`src/rtl/adder_stream_wrap.sv`:
```
// Valid/ready + credit wrapper around a 4-stage byte-sliced adder core: skews operands in, deskews sums out, FIFOs results.
// fire -> out_valid in 5 cycles; in_ready drops while DEPTH ops are outstanding. Optional out_ovf under ADD_OVF_FLAG_EN.
module adder_stream_wrap #(
  parameter int DEPTH = 8
) (
  input  logic        clk,
  input  logic        reset,
  input  logic        in_valid,
  output logic        in_ready,
  input  logic [31:0] in_a,
  input  logic [31:0] in_b,
  input  logic        in_cin,
  output logic [31:0] add_a,
  output logic [31:0] add_b,
  output logic        add_cin,
  input  logic [31:0] add_sum,
  input  logic        add_cout,
  output logic        out_valid,
  input  logic        out_ready,
  output logic [31:0] out_sum,
  output logic        out_cout
`ifdef ADD_OVF_FLAG_EN
  ,
  output logic        out_ovf
`endif
);

  localparam int AW = (DEPTH > 1) ? $clog2(DEPTH) : 1;
  localparam int CW = $clog2(DEPTH + 1);

  typedef struct packed {
`ifdef ADD_OVF_FLAG_EN
    logic        ovf;
`endif
    logic        cout;
    logic [31:0] sum;
  } res_t;

  logic            fire;
  logic            pop;
  logic            wr_en;
  logic [CW-1:0]   occ_q, occ_d;
  logic [7:0]      a2_q, b2_q;
  logic [1:0][7:0] a3_q, b3_q;
  logic [3:0]      v_q;
  logic [2:0][7:0] d0_q;
  logic [1:0][7:0] d1_q;
  logic [7:0]      d2_q;
  res_t            wr_dat;
  res_t            mem_q [DEPTH];
  logic [AW-1:0]   wr_ptr_q, wr_ptr_d, rd_ptr_q, rd_ptr_d;
  logic [CW-1:0]   cnt_q, cnt_d;

  assign fire     = in_valid && in_ready;
  assign pop      = out_valid && out_ready;
  assign wr_en    = v_q[3];
  assign in_ready = (occ_q < CW'(DEPTH)) && !reset;

  // Low half goes straight to the core; upper bytes trail by one and two cycles.
  assign add_a   = {a3_q[1], a2_q, fire ? in_a[15:0] : 16'h0000};
  assign add_b   = {b3_q[1], b2_q, fire ? in_b[15:0] : 16'h0000};
  assign add_cin = fire && in_cin;

  always_comb begin
    occ_d = occ_q;
    if (fire && !pop)      occ_d = occ_q + CW'(1);
    else if (!fire && pop) occ_d = occ_q - CW'(1);
  end

  always_ff @(posedge clk or posedge reset) begin
    if (reset) begin
      occ_q <= '0;
      a2_q  <= '0;
      b2_q  <= '0;
      a3_q  <= '0;
      b3_q  <= '0;
      v_q   <= '0;
      d0_q  <= '0;
      d1_q  <= '0;
      d2_q  <= '0;
    end else begin
      occ_q <= occ_d;
      a2_q  <= fire ? in_a[23:16] : 8'h00;
      b2_q  <= fire ? in_b[23:16] : 8'h00;
      a3_q  <= {a3_q[0], fire ? in_a[31:24] : 8'h00};
      b3_q  <= {b3_q[0], fire ? in_b[31:24] : 8'h00};
      v_q   <= {v_q[2:0], fire};
      d0_q  <= {d0_q[1:0], v_q[0] ? add_sum[7:0] : 8'h00};
      d1_q  <= {d1_q[0], v_q[1] ? add_sum[15:8] : 8'h00};
      d2_q  <= v_q[2] ? add_sum[23:16] : 8'h00;
    end
  end

`ifdef ADD_OVF_FLAG_EN
  logic [3:0][1:0] sg_q;

  always_ff @(posedge clk or posedge reset) begin
    if (reset) sg_q <= '0;
    else       sg_q <= {sg_q[2:0], fire ? {in_a[31], in_b[31]} : 2'b00};
  end
`endif

  // Byte 3 and carry arrive from the core in the same cycle the word completes.
  always_comb begin
    wr_dat      = '0;
    wr_dat.sum  = {add_sum[31:24], d2_q, d1_q[1], d0_q[2]};
    wr_dat.cout = add_cout;
`ifdef ADD_OVF_FLAG_EN
    wr_dat.ovf  = (sg_q[3][1] == sg_q[3][0]) && (add_sum[31] != sg_q[3][1]);
`endif
  end

  always_comb begin
    wr_ptr_d = wr_ptr_q;
    rd_ptr_d = rd_ptr_q;
    cnt_d    = cnt_q;
    if (wr_en) wr_ptr_d = (wr_ptr_q == AW'(DEPTH - 1)) ? '0 : wr_ptr_q + AW'(1);
    if (pop)   rd_ptr_d = (rd_ptr_q == AW'(DEPTH - 1)) ? '0 : rd_ptr_q + AW'(1);
    if (wr_en && !pop)      cnt_d = cnt_q + CW'(1);
    else if (!wr_en && pop) cnt_d = cnt_q - CW'(1);
  end

  always_ff @(posedge clk or posedge reset) begin
    if (reset) begin
      for (int i = 0; i < DEPTH; i++) mem_q[i] <= '0;
      wr_ptr_q <= '0;
      rd_ptr_q <= '0;
      cnt_q    <= '0;
    end else begin
      if (wr_en) mem_q[wr_ptr_q] <= wr_dat;
      wr_ptr_q <= wr_ptr_d;
      rd_ptr_q <= rd_ptr_d;
      cnt_q    <= cnt_d;
    end
  end

  assign out_valid = (cnt_q != '0);
  assign out_sum   = mem_q[rd_ptr_q].sum;
  assign out_cout  = mem_q[rd_ptr_q].cout;
`ifdef ADD_OVF_FLAG_EN
  assign out_ovf   = mem_q[rd_ptr_q].ovf;
`endif

endmodule

```
`config.mk`:
```
export PLATFORM = sky130hd
export DESIGN_NAME = adder_stream_wrap
export DESIGN_NICKNAME = d
export VERILOG_FILES = /design/src/rtl/adder_stream_wrap.sv
export SDC_FILE = /design/constraint.sdc
export NUM_CORES = 1
export LEC_CHECK = 0
export ABC_AREA = 1
export ABC_CLOCK_PERIOD_IN_PS = 31700
export CORE_ASPECT_RATIO = 0.6
export CORE_MARGIN = 10
export CORE_UTILIZATION = 47
export DETAILED_ROUTE_END_ITERATION = 8
export GPL_ROUTABILITY_DRIVEN = 0
export GPL_TIMING_DRIVEN = 0
export PLACE_DENSITY = 0.69
export RECOVER_POWER = 100
export SETUP_SLACK_MARGIN = 0.05
export SKIP_CTS_REPAIR_TIMING = 1
export SLEW_MARGIN = 20
export SYNTH_ARGS = -nofsm -noshare
export SYNTH_HDL_FRONTEND = slang
export SYNTH_SLANG_ARGS = --single-unit
```
`constraint.sdc`:
```
create_clock -name clk -period 31.7 [get_ports clk]
set_input_delay 3.17 -clock clk [delete_from_list [all_inputs] [get_ports clk]]
set_output_delay 3.17 -clock clk [all_outputs]
set_load 0.005 [all_outputs]
```
==> metrics.cfg, run 1 <==
[timing]
rsz0062_at_grt=false
setup-tns-final_ps=0
fin_crit_ps=13820
worst_pin_slew_ps=5327
finalSetupViolCount=0
hold_viol_final=0
relSlewSlack_pct=-255.1
worst_slack_ps=17880
fmax_ghz=0.07238
fin_worst_skew_ps=11.82
drv_slew=387
period_share_pct=43.58

[global_route]
antenna_found_initial=2
grt_pass1_vias=13480
track_usage_pct=22.80
overflow=0
grt_pass1_wl_microns=76060
grt_max_degree=104

[floorplanning]
dieArea_sq_um=42450
std_cell_rows=52
core_area_sq_um=33830
dieWidth_microns=259.4
pin_count=202
die_h_microns=163.6
start_util_pct=47.77

[clocking]
cts_tree=yes
cts_buffers=37
worstSkewPairLatency_ps=540
htreeDepth=2
path_clk_slew_ps=60
clockBufferDepth=3
cts.sink_count=378
cts_root_buf=clkbuf_16

[yosys]
netlist_instances=1915
ys_seq_area_share_pct=58.53
yosysUniqueCellTypes=23
synth_edf_count=0
synth_nets=2029
synth-adder-area-share_pct=1.022
synthXorXnorAreaFrac_pct=0.2168
synth-async-reset-ratio_pct=100.0
avgSynthCellArea_sq_um=8.439
synth_area_sq_um=16160
yosysWarnings=0
yosys.area_share.simple_pct=19.75
synthFlopType=dfrtp_1
synth_compound_area_share_pct=12.71
synth-seq-cells=378
synth_top_family_by_area=simple AND/OR/NAND/NOR gates
synth_mux_area_share_pct=0

[drt]
drc=0
first_pass_iters=5
wl_per_cell_microns=18.31
vias=13830
via_per_inst=5.238
antenna_left=0
first_iter_violations=1401
drt_wl_total_microns=48340

[worst_hold_path]
holdCritPathClass=flop to flop

[layout]
nNetsFinal=2273
fillers=3046
final_common_cell=nand2_1
syn_to_final_growth_pct=22.96
drive_gt1_share_pct=5.367
layout_common_cells=nand2_1, dfrtp_1, o21ai_0

[worst_setup_path]
required_ps=31550
critPathBufInv=5
critical-path-top-delay-family=buffers and inverters
worstSetupPathType=input port to asynchronous set/reset pin
startpoint_type=input port
crit_fanout=80
slowest_stage=clkbuf_1
critPathCaptureType=asynchronous set/reset pin
worst_path_most_repeated_cell=clkbuf_1
cp.arrival_ps=13670
path_cells=dlygate4sd3_1 -> clkinvlp_2 -> clkbuf_1 -> clkbuf_1 -> clkbuf_1
slowest_delay_ps=2670

[pwr]
leakagePower_uw=0.01007
power_density_nw_per_um2=86.20
irDropWorstVdd_mv=0.05619

[run_status]
violations=capacitance limit, slew limit
status=finished, violations left

[placed_design]
numPortBuffers=201
dp.final_hpwl_microns=34190
place_ws_ps=23410

[run]
cap_viol_max_count=5

[sequential cells by signal, summed over array words and instances, names as in the netlist]
signal,cells
cnt_q,4
b3_q,8
a3_q,8
add_b,8
mem_q,264
d2_q,8
v_q,4
rd_ptr_q,3
a2_q,8
d0_q,24
d1_q,16
wr_ptr_q,3
b2_q,8
add_a,8
occ_q,4
[layout make-up]
cell class                      instances  area (sq um)  area share [%]
Antenna cell                            1         2.502         0.01259
Clock buffer                           50          1055           5.308
Multi-Input combinational cell       1264          5430           27.33
Sequential cell                       378          9459           47.60
Tap cell                              459         574.3           2.890
Inverter                              141         530.5           2.670
Timing Repair Buffer                  205          2027           10.20
Buffer                                132         666.9           3.356
Clock inverter                         10         125.1          0.6297
[cells in the mapped netlist, types with 7 or more instances]
cell type,instances,area share [%]
nand2_1,657,15
dfrtp_1,378,59
o21ai_0,314,9.7
nor2_1,176,4.1
inv_1,135,3.1
o21ai_1,52,1.6
buf_2,49,1.5
clkbuf_1,41,0.95
buf_4,35,1.6
a21oi_1,31,0.96
ha_1,10,0.77
a21oi_2,7,0.38
[cell families after synthesis]
kind of cell,after synthesis
simple gates,843
compound gates,405
flops,378
buf+inv,273
fa+ha+maj,12
xor+xnor,4
[routing by layer]
metal	GRT usage (%)	part of all wire, %	vias up
met4	5.136	1.6	2
li1	-	-	6447
met2	33.84	43	628
met3	6.657	11	74
met5	0	0.027	-
met1	32.44	45	6678
[worst paths after layout]
check / startpoint / slack, ps / depth (start not counted) / to
setup / recovery: reset / 17880 / 5 / mem_q[124]
hold / removal: b3_q[0] / 350 / 0 / add_b[24]
setup reg to reg: occ_q[3] / 28890 / 13 / occ_q[3]
hold reg to reg: b3_q[0] / 350 / 0 / add_b[24]
max in group clk: reset / 23120 / 7 / add_b[14]
min in group asynchronous: reset / 4140 / 2 / b3_q[1]
[through the flow]
stage	utilization (%)	cells	total power, uW	area, sq um	hold WS (ps)
2_1_floorplan	-	1915	1035	16160	331.2
3_3_place_gp	55.41	2575	1271	18750	331.1
3_5_place_dp	55.76	2579	1293	18860	334.7
4_1_cts	59.25	2639	1736	20040	348.4
5_1_grt	58.72	2639	1828	19870	347.5
6_report	58.73	2640	1713	19870	346.3
[where the power goes]
part,internal (uW),leakage (uW),switching [uW],total [uW]
Clock,256,0.000589,184,441
Combinational,222,0.00453,370,592
Sequential,610,0.00495,70.4,680
Total,1090,0.0101,625,1710
(Power assumes the default switching activity.)
==> run 2, diff against run 1 <==
- ABC_CLOCK_PERIOD_IN_PS: 31700 -> 13360
- clock period: 31.7 -> 13.36 ns (I/O delays scaled with it)
==> metrics.cfg, run 2 (synthesis gave the netlist of run 1 again) <==
[layout]
syn_to_final_growth_pct=23.30
final_common_cell=nand2_1
stdcell_area_sq_um=19930
nNetsFinal=2273
fin_cells=2640
largest_reg_flops=264
reg_top3=mem_q: 264 flops, d0_q: 24 flops, d1_q: 16 flops
final_util_pct=58.90
layout_common_cells=nand2_1, dfrtp_1, o21ai_0
max_flop_register=mem_q
drive_gt1_share_pct=5.367

[pwr]
power_frac_seq_pct=39.7
switching_share_pct=36.42
clock_power_share_pct=25.7
cellInternalPower_uw=2583
power_density_nw_per_um2=203.9
pwr-share-comb_pct=34.6
p_switching_uw=1480
irDropWorstVdd_mv=0.1330
leakagePower_uw=0.01010

[timing]
finalSetupViolCount=0
rsz0062_at_grt=false
period_share_pct=51.62
hold-worst-slack_ps=346.3
fin_crit_ps=6897
worst_pin_slew_ps=3640
relSlewSlack_pct=-142.7
hold_viol_final=0
setup-tns-final_ps=0
drv_slew=146
fmax_ghz=0.1450
fin_worst_skew_ps=10.66

[run_status]
violations=capacitance limit, slew limit
status=finished, violations left

[floorplanning]
start_util_pct=47.77
core_area_sq_um=33830
pin_count=202
dieWidth_microns=259.4
die_h_microns=163.6
std_cell_rows=52
dieArea_sq_um=42450

[clocking]
cts.sink_count=378
cts_buffers=37
cts_root_buf=clkbuf_16
path_clk_slew_ps=60
cts_tree=yes
worstSkewPairLatency_ps=530
clockBufferDepth=3
htreeDepth=2

[run]
cap_viol_max_count=2

[placed_design]
place_area_sq_um=18860
numPortBuffers=201
dp.final_hpwl_microns=34190
place_inst=2579

[global_route]
overflow=0
grt_max_degree=104
grt_pass1_vias=13480
grt_pass1_wl_microns=76060
track_usage_pct=22.80
antenna_found_initial=2

[worst_setup_path]
slowest_stage=clkbuf_1
crit_start=reset
critPathCaptureType=asynchronous set/reset pin
startpoint_type=input port
crit_fanout=80
required_ps=13160
worstSetupPathType=input port to asynchronous set/reset pin
slowest_delay_ps=2670
path_cells=dlygate4sd3_1 -> clkinvlp_2 -> clkbuf_1
r2r_start=occ_q[3]
cp.arrival_ps=6700

[drt]
drc=0
first_iter_violations=1319
wl_per_cell_microns=18.27
drt_wl_total_microns=48230
first_pass_iters=6
antenna_left=0
vias=13770
via_per_inst=5.215

[worst_hold_path]
holdCritPathClass=flop to flop
min-delay-start=b3_q[0]

## run 2: changes by cell type in the layout (fill, tap and decap cells not counted)
cell             previous run  this run
buf_4                      31        30
a21oi_2                     6         5
a21oi_1                    32        33
buf_16                      0         3
dlygate4sd3_1             131       125
buf_6                       5         4
o21ai_1                    20        26
clkbuf_1                   89        88
o21ai_0                   346       340
clkdlybuf4s50_1            70        76
## run 2: per-stage QoR
stage	power, uW	setup WS (ps)
5_1_grt	4341	5309
3_5_place_dp	3067	8735
4_1_cts	4118	8723
6_report	4063	6463
2_1_floorplan	2455	1523
3_3_place_gp	3016	-2966
## run 2: path summary, 6_finish.rpt
path | end | slack [ps] | cells after the start
max in group clk | add_b[14] | 8450 | 7
min in group asynchronous | b3_q[1] | 2340 | 2
min | add_b[24] | 350 | 0
max | mem_q[55] | 6460 | 3
max reg2reg | occ_q[3] | 10550 | 13
min reg2reg | add_b[24] | 350 | 0
## run 2: metal layers
layer	GRT usage (%)	wire length [microns]	vias up
li1	-	-	6451
met1	32.44	21640	6603
met2	33.84	20620	640
met3	6.657	5171	71
met4	5.136	784	2
met5	0	13	-
## run 2: layout make-up
cell class                 instances  area (sq um)
fill                            3044         13910
inverter                         141         530.5
timing repair buffer             205          2098
buffer                           132         655.6
clock buffer                      50          1055
tap                              459         574.3
clock inverter                    10         125.1
sequential                       378          9459
antenna                            1         2.502
multi-input combinational       1264          5426
## run 2: power groups by stage
stage / Sequential [uW] / Combinational (uW) / Clock (uW)
2_1_floorplan: 1590 / 867 / 0
6_report: 1610 / 1410 / 1040
5_1_grt: 1650 / 1590 / 1100
3_5_place_dp: 1630 / 1440 / 0
4_1_cts: 1610 / 1450 / 1060
3_3_place_gp: 1620 / 1400 / 0
## run 2: worst max-delay path, delay by kind of cell
| kind | cells | cell delay, ps |
|---|---|---|
| buffers and inverters | 3 | 5250 |
==> run 3, diff against run 2 <==
- ABC_CLOCK_PERIOD_IN_PS: 13360 -> 6300
- PLACE_DENSITY: 0.69 -> 0.72
- clock period: 13.36 -> 6.3 ns (I/O delays scaled with it)
==> metrics.cfg, run 3 (synthesis gave the netlist of run 1 again) <==
[layout]
layout_common_cells=nand2_1, dfrtp_1, o21ai_0
final_util_pct=59.18
stdcell_area_sq_um=20020
reg_top3=mem_q: 264 flops, d0_q: 24 flops, d1_q: 16 flops
largest_reg_flops=264
max_flop_register=mem_q
layout.area.seq_sq_um=9459
syn_to_final_growth_pct=23.89
drive_gt1_share_pct=5.525
antenna_cells=0
multiInputGateArea_sq_um=5430
nNetsFinal=2280
fillers=2934
final_common_cell=nand2_1

[clocking]
path_clk_slew_ps=60
cts_root_buf=clkbuf_16
cts_tree=yes
htreeDepth=2
worstSkewPairLatency_ps=540
cts.sink_count=378
cts_buffers=36
clockBufferDepth=3

[timing]
finalSetupViolCount=0
fmax_ghz=0.2616
fin_crit_ps=3822
period_share_pct=60.67
rsz0062_at_grt=false
hold_viol_final=0
relSlewSlack_pct=-20.76
drv_slew=34
fin_worst_skew_ps=23.32
setup-tns-final_ps=0
worst_pin_slew_ps=1811

[global_route]
overflow=0
grt_pass1_vias=13510
track_usage_pct=22.77
grt_max_degree=35
antenna_found_initial=0
grt_pass1_wl_microns=76530

[drt]
antenna_left=0
wl_per_cell_microns=18.27
drt_wl_total_microns=48390
first_iter_violations=1345
via_per_inst=5.234
first_pass_iters=6
vias=13870
drc=0

[worst_setup_path]
cp.arrival_ps=4120
critPathCaptureType=asynchronous set/reset pin
required_ps=6600
rrSetupSlack_ps=3420
crit_fanout=33
worstSetupPathType=input port to asynchronous set/reset pin
startpoint_type=input port

[run_status]
status=finished, violations left
violations=capacitance limit, slew limit

[floorplanning]
std_cell_rows=52
core_area_sq_um=33830
dieWidth_microns=259.4
dieArea_sq_um=42450
pin_count=202
die_h_microns=163.6
start_util_pct=47.77

[worst_hold_path]
holdCritPathClass=flop to flop

[placed_design]
numPortBuffers=201
dp.final_hpwl_microns=34940
place_area_sq_um=19000

[pwr]
leakagePower_uw=0.01012
power_density_nw_per_um2=430.2
irDropWorstVdd_mv=0.2488

[run]
cap_viol_max_count=1

==> run 3: cell count changes in the layout (fill, tap and decap cells not counted), moves of 3 or more <==
cell,change
buf_12,+9
buf_16,-3
clkbuf_1,+8
clkdlybuf4s50_1,+27
clkinv_2,-5
dlygate4sd3_1,-27
==> run 3: stage by stage <==
step / total power (uW) / hold WS (ps) / cells / setup slack [ps]
final: 8613 / 341.8 / 2649 / 2478
after global routing: 9206 / 355.1 / 2649 / 1772
after CTS: 8726 / 348.3 / 2649 / 2782
after detailed placement: 6516 / 334.7 / 2587 / 3048
after global placement: 6396 / 331.2 / 2575 / -1840
after floorplan: 5207 / 331.2 / 1915 / 592.0
==> run 3: worst paths after layout <==
check | cells after the start | start | to
max | 4 | reset | mem_q[52]
min | 0 | d0_q[13] | d0_q[21]
max reg2reg | 13 | occ_q[3] | occ_q[3]
min reg2reg | 0 | d0_q[13] | d0_q[21]
max in group clk | 8 | rd_ptr_q[1] | out_sum[27]
min in group asynchronous | 2 | reset | b3_q[5]
==> run 3: worst max-delay path: stages <==
cell and delay (ps):
dlygate4sd3_1 560, clkinvlp_2 590, clkbuf_1 940, clkbuf_1 1370
==> run 3: cell type report <==
class / instances / share of cell area [%]
flip-flops and latches: 378 / 47.24
well taps: 459 / 2.868
plain buffers: 132 / 3.275
multi-input cells: 1264 / 27.12
repair buffers: 213 / 11.00
clock buffers: 57 / 5.449
inverters: 141 / 2.650
clock inverters: 5 / 0.3875
==> run 3: metal layers <==
metal,routed length [microns],GRT usage (%),share of wire (%)
met4,1098,6.434,2.3
met5,0,0,0
met1,21300,32.91,44
met3,5110,6.056,11
met2,20880,33.01,43
==> run 3: power breakdown <==
group	internal (uW)	switching, uW
Clock	1270	920
Combinational	1130	1870
Sequential	3070	359
